[src/rtl/stall_ctrl.sv]
// stall_ctrl: pipeline interlock for the five-stage MIPS core.
// Freezes PC and IF/ID and bubbles ID/EX on a register read-after-write hazard
// (Tuse/Tnew) or when ID needs HI/LO while the multi-cycle mult/div unit is busy.
// Optional build macro STALL_CTRL_PERF_EN adds the 32-bit perf counters
// perf_stall_cyc and perf_md_cyc.
module stall_ctrl #(
    parameter int MULT_CYCLES = 5,
    parameter int DIV_CYCLES  = 10,
    parameter int CNT_W       = 4
) (
    input  logic       clk,
    input  logic       rst,
    input  logic [4:0] d_rs,
    input  logic [4:0] d_rt,
    input  logic [1:0] d_tuse_rs,
    input  logic [1:0] d_tuse_rt,
    input  logic       d_md,
    input  logic [4:0] e_wreg,
    input  logic [1:0] e_tnew,
    input  logic [4:0] m_wreg,
    input  logic [1:0] m_tnew,
    input  logic       e_md_start,
    input  logic       e_md_op,
    output logic       WritePC,
    output logic       if_id_we,
    output logic       id_ex_flush,
    output logic       md_busy,
    output logic       md_err
`ifdef STALL_CTRL_PERF_EN
    ,
    output logic [31:0] perf_stall_cyc,
    output logic [31:0] perf_md_cyc
`endif
);

    localparam logic [CNT_W-1:0] MULT_LOAD = CNT_W'(MULT_CYCLES);
    localparam logic [CNT_W-1:0] DIV_LOAD  = CNT_W'(DIV_CYCLES);
    localparam logic [CNT_W-1:0] CNT_ONE   = CNT_W'(1);

    logic [CNT_W-1:0] mdCnt_q;
    logic [CNT_W-1:0] mdCnt_d;
    logic             mdErr_q;
    logic             mdErr_d;
    logic             rsHazard;
    logic             rtHazard;
    logic             dataStall;
    logic             mdBusyRaw;
    logic             mdStall;
    logic             stallAct;
    logic [CNT_W-1:0] loadVal;

    // Read-after-write hazard per source: a producer in EX or MEM whose result
    // arrives later than ID needs it. $0 is never a real dependency, and a Tuse
    // of 3 can never be exceeded by a 2-bit Tnew.
    always_comb begin
        rsHazard = (d_rs != 5'd0) &&
                   (((e_wreg == d_rs) && (e_tnew > d_tuse_rs)) ||
                    ((m_wreg == d_rs) && (m_tnew > d_tuse_rs)));
        rtHazard = (d_rt != 5'd0) &&
                   (((e_wreg == d_rt) && (e_tnew > d_tuse_rt)) ||
                    ((m_wreg == d_rt) && (m_tnew > d_tuse_rt)));
    end

    // Combine hazards; reset forces fetch to run freely and hides the unit state.
    always_comb begin
        dataStall = rsHazard | rtHazard;
        mdBusyRaw = (mdCnt_q != '0) | e_md_start;
        mdStall   = rst & d_md & mdBusyRaw;
        stallAct  = rst & (dataStall | mdStall);
    end

    assign WritePC     = ~stallAct;
    assign if_id_we    = ~stallAct;
    assign id_ex_flush = stallAct;
    assign md_busy     = rst & mdBusyRaw;
    assign md_err      = mdErr_q;
    assign loadVal     = e_md_op ? DIV_LOAD : MULT_LOAD;

    // Busy counter: load on a start while idle or on its final busy cycle
    // (back-to-back with no gap); any earlier start is dropped and flagged.
    always_comb begin
        mdCnt_d = mdCnt_q;
        mdErr_d = mdErr_q;
        if (mdCnt_q == '0) begin
            if (e_md_start) begin
                mdCnt_d = loadVal;
            end
        end else if (mdCnt_q == CNT_ONE) begin
            mdCnt_d = e_md_start ? loadVal : '0;
        end else begin
            mdCnt_d = mdCnt_q - CNT_ONE;
            if (e_md_start) begin
                mdErr_d = 1'b1;
            end
        end
    end

    // Counter and sticky error register, cleared the moment reset asserts.
    always_ff @(posedge clk or negedge rst) begin
        if (!rst) begin
            mdCnt_q <= '0;
            mdErr_q <= 1'b0;
        end else begin
            mdCnt_q <= mdCnt_d;
            mdErr_q <= mdErr_d;
        end
    end

`ifdef STALL_CTRL_PERF_EN
    logic [31:0] perfStall_q;
    logic [31:0] perfStall_d;
    logic [31:0] perfMd_q;
    logic [31:0] perfMd_d;

    // Free-running stall-cycle counters that wrap naturally at 2^32.
    always_comb begin
        perfStall_d = perfStall_q + {31'd0, stallAct};
        perfMd_d    = perfMd_q + {31'd0, mdStall};
    end

    // Perf counter registers.
    always_ff @(posedge clk or negedge rst) begin
        if (!rst) begin
            perfStall_q <= 32'd0;
            perfMd_q    <= 32'd0;
        end else begin
            perfStall_q <= perfStall_d;
            perfMd_q    <= perfMd_d;
        end
    end

    assign perf_stall_cyc = perfStall_q;
    assign perf_md_cyc    = perfMd_q;
`endif

endmodule

[config.mk]
export PLATFORM = sky130hd
export DESIGN_NAME = stall_ctrl
export DESIGN_NICKNAME = d
export VERILOG_FILES = /design/src/rtl/stall_ctrl.sv
export SDC_FILE = /design/constraint.sdc
export NUM_CORES = 1
export LEC_CHECK = 0
export ABC_AREA = 0
export CAP_MARGIN = 25
export CORE_MARGIN = 2
export CORE_UTILIZATION = 25
export DETAILED_ROUTE_END_ITERATION = 10
export HOLD_SLACK_MARGIN = 0.05
export SYNTH_ARGS = -nofsm -noshare
export SYNTH_HDL_FRONTEND = slang
export SYNTH_SLANG_ARGS = --single-unit
[constraint.sdc]
create_clock -name clk -period 1.9 [get_ports clk]
set_clock_uncertainty 0.05 [all_clocks]
set_input_delay 0.285 -clock clk [delete_from_list [all_inputs] [get_ports clk]]
set_output_delay 0.285 -clock clk [all_outputs]
set_load 0.05 [all_outputs]
# Yosys cells after proc, flatten, opt, wreduce, memory -nomap -nowiden
# Index checks and enable logic that the tools add are counted.
dict set report word_totals {
  regBits 5
  ram_bits 0
  input_bits 33
  elab_cells 41
  rom_bits 0
  output_inout_bits 5
  memories 0
  latchBits 0
}
dict set report classes {
  n_bitwise 10
  n_addsub 1
  reduce_logical 13
  n_div 0
  n_mul 0
  n_lt_le_gt_ge 4
  shift 0
  n_mux 5
  n_eq_ne 6
}
# op n
set op_table {}
lappend op_table {{$eq A5 B5 Y1} 4}
lappend op_table {{$mux W4} 5}
lappend op_table {{$reduce_bool A5 Y1} 2}
lappend op_table {{$gt A2 B2 Y1} 4}
lappend op_table {{$logic_and A1 B1 Y1} 6}
lappend op_table {{$and A1 B1 Y1} 4}
lappend op_table {{$eq A4 B1 Y1 const B} 1}
lappend op_table {{$logic_not A4 Y1} 1}
lappend op_table {{$reduce_bool A4 Y1} 1}
lappend op_table {{$sub A4 B1 Y4 const B} 1}
lappend op_table {{$not A1 Y1} 3}
lappend op_table {{$or A1 B1 Y1} 3}
lappend op_table {{$reduce_and A3 Y1} 1}
lappend op_table {{$logic_or A1 B1 Y1} 2}
lappend op_table {{$ne A2 B2 Y1 const B} 1}

# Depth between registers and ports, before layout
dict set report logic_depth {
  ltp_word 8
  mapped_depth 8
  mapped_depth_nobuf 7
}

# Worst setup path after synthesis
# Ideal clock, no wire load.
dict set report synth_timing {
  path_type {register to output}
  from {reg mdCnt_q[0]}
  to {out if_id_we}
  path_buffers 1
  arrival_time_ps 2365
  path_stages_with_launch 8
  slack_ps -800
  t_required_ps 1565
  path_cell_list {dfrtp_1 inv_1 ha_1 nor4b_1 nor2b_1 nand2_1 and3_1 buf_4}
}
dict set report synth_between {
  elab_chain_cells 6
}
# element line
set synth_lines {}
lappend synth_lines {{start, declared} 40} ;# logic [CNT_W-1:0] mdCnt_q;
lappend synth_lines {{start signal, assigned} 104} ;# mdCnt_q <= mdCnt_d;
lappend synth_lines {{$reduce_bool A4 Y1} 67} ;# mdBusyRaw = (mdCnt_q != '0) | e_md_start;
lappend synth_lines {{$or A1 B1 Y1} 67}
lappend synth_lines {{$and A1 B1 Y1} 68} ;# mdStall = rst & d_md & mdBusyRaw;
lappend synth_lines {{$or A1 B1 Y1} 69} ;# stallAct = rst & (dataStall | mdStall);
lappend synth_lines {{$and A1 B1 Y1} 69}
lappend synth_lines {{$not A1 Y1} n/a}
lappend synth_lines {{end, declared} 25} ;# output logic if_id_we,
# No other way between the ends.

# Worst setup path in the final report
dict set report layout_timing {
  from {in d_rs[2]}
  to {out WritePC}
}
dict set report layout_between {
  elab_chain_cells 8
  elab_cells_between_ends 11
  cone_classes {eq/ne: 2; bitwise: 4; reduce/logical: 5}
}
# element line
set layout_lines {}
lappend layout_lines {{start, declared} 13} ;# input logic [4:0] d_rs,
lappend layout_lines {{$eq A5 B5 Y1, on equally long branches} {57, 58}}
lappend layout_lines {{$logic_and A1 B1 Y1, on equally long branches} {57, 58}}
lappend layout_lines {{$logic_or A1 B1 Y1} 57} ;# (((e_wreg == d_rs) && (e_tnew > d_tuse_rs)) ||
lappend layout_lines {{$logic_and A1 B1 Y1 (*)} 56} ;# rsHazard = (d_rs != 5'd0) &&
lappend layout_lines {{$or A1 B1 Y1 (*)} 66} ;# dataStall = rsHazard | rtHazard;
lappend layout_lines {{$or A1 B1 Y1 (*)} 69}
lappend layout_lines {{$and A1 B1 Y1 (*)} 69}
lappend layout_lines {{$not A1 Y1 (*)} 72} ;# assign WritePC = ~stallAct;
lappend layout_lines {{end, declared} 24} ;# output logic WritePC,
# Mark *: on every way between the ends. The rest lies on a longest branch, timed or not.

==> flow_summary.ini <==
[synth]
syn_nets = 134
synthesis.area_um2 = 744
synth_top_area_share_pct = 18.5
yosysTopAreaCell = ha_1
syn_inst = 90
ys_ff_latch = 5
yosysWarnings = 0
ys_top_cells_by_area = ha_1 18%, dfrtp_1 17%, xnor2_1 16%
synth.avg_cell_area_um2 = 8.27
yosysSeqAreaShare_pct = 16.8
yosys.cell_types.count = 26

[timing]
finalCritPeriodShare_pct = 103
relSlewSlack_pct = 67.0
holdWs_ns = 0.259
final-hold-violation-count = 0
fmax_ghz = 0.509
worst_pin_slew_ns = 0.494
post-route-min-period_ns = 1.97
finalSetupTns_ns = -0.161
setup_viol = 4
setup_ws_ns = -0.0657
finalMaxSlewViolations = 0
rsz0062_at_grt = true

[placement]
dpl_cell_area_um2 = 1340
preCtsSetupSlack_ns = -0.590
dp_hpwl_um = 2020
place.gp.congestion = 0.846
io_buffers = 37

[cts]
cts_htree_levels = 1
clock_path_buffers = 2
clk_pin_slew_worst_paths_ns = 0.05
numCtsBuffers = 3
clock_latency_ns = 0.24
cts_tree = done
clock-sinks = 5
cts_root_buffer = clkbuf_4

[pwr]
peakVddDrop_mv = 0.571
p_leak_nw = 0.664
p_total_mw = 1.07
p_per_area_nw_per_um2 = 688

[final_layout]
n_fill_cell = 244
area_growth_pct = 109
layout_common_cells = 20 x buf_4, 12 x clkbuf_2, 9 x xnor2_1
layout.nets = 196
diodes = 0
layout_commonest_cell = buf_4
layout-drive-gt1-share_pct = 56.3
design_area_um2 = 1560

[global_routing]
grt_overflow_total = 0
grtUsageTotal_pct = 16.1
first_global_vias = 968
grt_pass1_wl_um = 4140
grt_max_degree = 8
antenna_found_initial = 0

[run]
drv_cap = 0

[die]
die-area_um2 = 3430
initial_utilization_pct = 26.8
num_rows = 19
die_w_um = 58.6
io_pins = 38
chipHeight_um = 58.6
core_area_um2 = 2780

[critical_path]
cp-start-kind = input port
critical_path_class = input port to output pin
required_ns = 1.56
end_kind = output pin
cp-startpoint = d_rs[2]
r2r-start = mdCnt_q[1]$_DFFE_PN0P_
worstPathArrival_ns = 1.63
critPathMaxFanout = 3
rr_worst_depth = 7

[detailed_routing]
routed_wl_um = 2640
postRouteAntennaNets = 0
drt-wirelength-per-cell_um = 14.5
via_count = 901
drtIter0Drc = 11
drtPass1Iterations = 4
drc = 0
via_per_inst = 4.95

[hold_path]
hold_class = input port to asynchronous set/reset pin

[outcome]
violations = setup timing
status = finished with violations
-- cells by family after synthesis --
kind of cell | Yosys count | synth area share, %
AND/OR/NAND/NOR | 26 | 18.7
XOR/XNOR | 21 | 24.7
AO/OA/AOI/OAI | 15 | 14.0
buffers and inverters | 11 | 6.05
adder cells (fa/ha/maj) | 11 | 18.5
flip-flops | 5 | 16.8
multiplexers | 1 | 1.34
-- critical path: stages --
cell and delay [ns]:
clkdlybuf4s15_2 0.20, or4_1 0.54, o221ai_2 0.22, and3_4 0.25
buf_12 0.14
-- cell usage after synthesis --
cell type and instances:
a2111oi_2 1, a21o_1 1, a21oi_1 5, a22oi_1 1, and3_1 1, buf_4 1
dfrtp_1 5, ha_1 11, inv_1 10, mux2i_1 1, nand2_1 8, nand3_1 3
nand4_1 3, nor2_1 1, nor2b_1 2, nor3_1 2, nor4_1 3, nor4b_1 1
o211ai_1 1, o21a_1 1, o21ai_0 2, o221ai_1 2, o22ai_1 1, or4_1 2
xnor2_1 14, xor2_1 7
-- registers in the layout (all words and copies together) (netlist names) --
register	flops
mdCnt_q	4
md_err	1
-- through the flow --
| stage | cells | utilization, % |
|---|---|---|
| after floorplan | 90 | - |
| after global placement | 170 | 48.0 |
| after detailed placement | 170 | 48.0 |
| after CTS | 179 | 54.2 |
| after global routing | 182 | 56.0 |
| final | 182 | 56.0 |
-- report_power, final --
group	switching (mW)	internal (mW)	total, mW
Sequential	0.0498	0.155	0.205
Combinational	0.333	0.409	0.741
Clock	0.0445	0.0795	0.124
Total	0.427	0.643	1.07
-- final timing paths --
| kind | slack [ns] | endpoint |
|---|---|---|
| max reg2reg | 0.31 | mdCnt_q[0]$_DFFE_PN0P_ |
| min | 0.26 | mdCnt_q[0]$_DFFE_PN0P_ |
| max in group asynchronous | 1.19 | mdCnt_q[1]$_DFFE_PN0P_ |
| min reg2reg | 0.44 | md_err$_DFFE_PN0P_ |
| max | -0.07 | WritePC |
| min in group clk | 0.44 | md_err$_DFFE_PN0P_ |
-- metal layers --
| layer | GRT usage (%) | vias up | routed length (um) |
|---|---|---|---|
| li1 | - | 445 | - |
| met2 | 31.3 | 30 | 1480 |
| met5 | 0 | - | 0 |
| met1 | 17.2 | 426 | 968 |
| met3 | 2.86 | 0 | 194 |
| met4 | 5.84 | 0 | 0 |
-- repair_timing --
item	in CTS	in global routing
setup endpoints to repair	4	3
buffers inserted	5	3
hold buffers	0	0
pin swaps	23	22
gates resized for setup	94	34
-- final cells by class --
| type | count | area [um^2] | area share (%) |
|---|---|---|---|
| Multi-Input combinational cell | 74 | 811 | 52.1 |
| Timing Repair Buffer | 58 | 510 | 32.8 |
| Inverter | 10 | 45.0 | 2.89 |
| Clock buffer | 4 | 26.3 | 1.69 |
| Tap cell | 31 | 38.8 | 2.49 |
| Sequential cell | 5 | 125 | 8.04 |
Note: power is estimated with default switching activity, not from simulation.
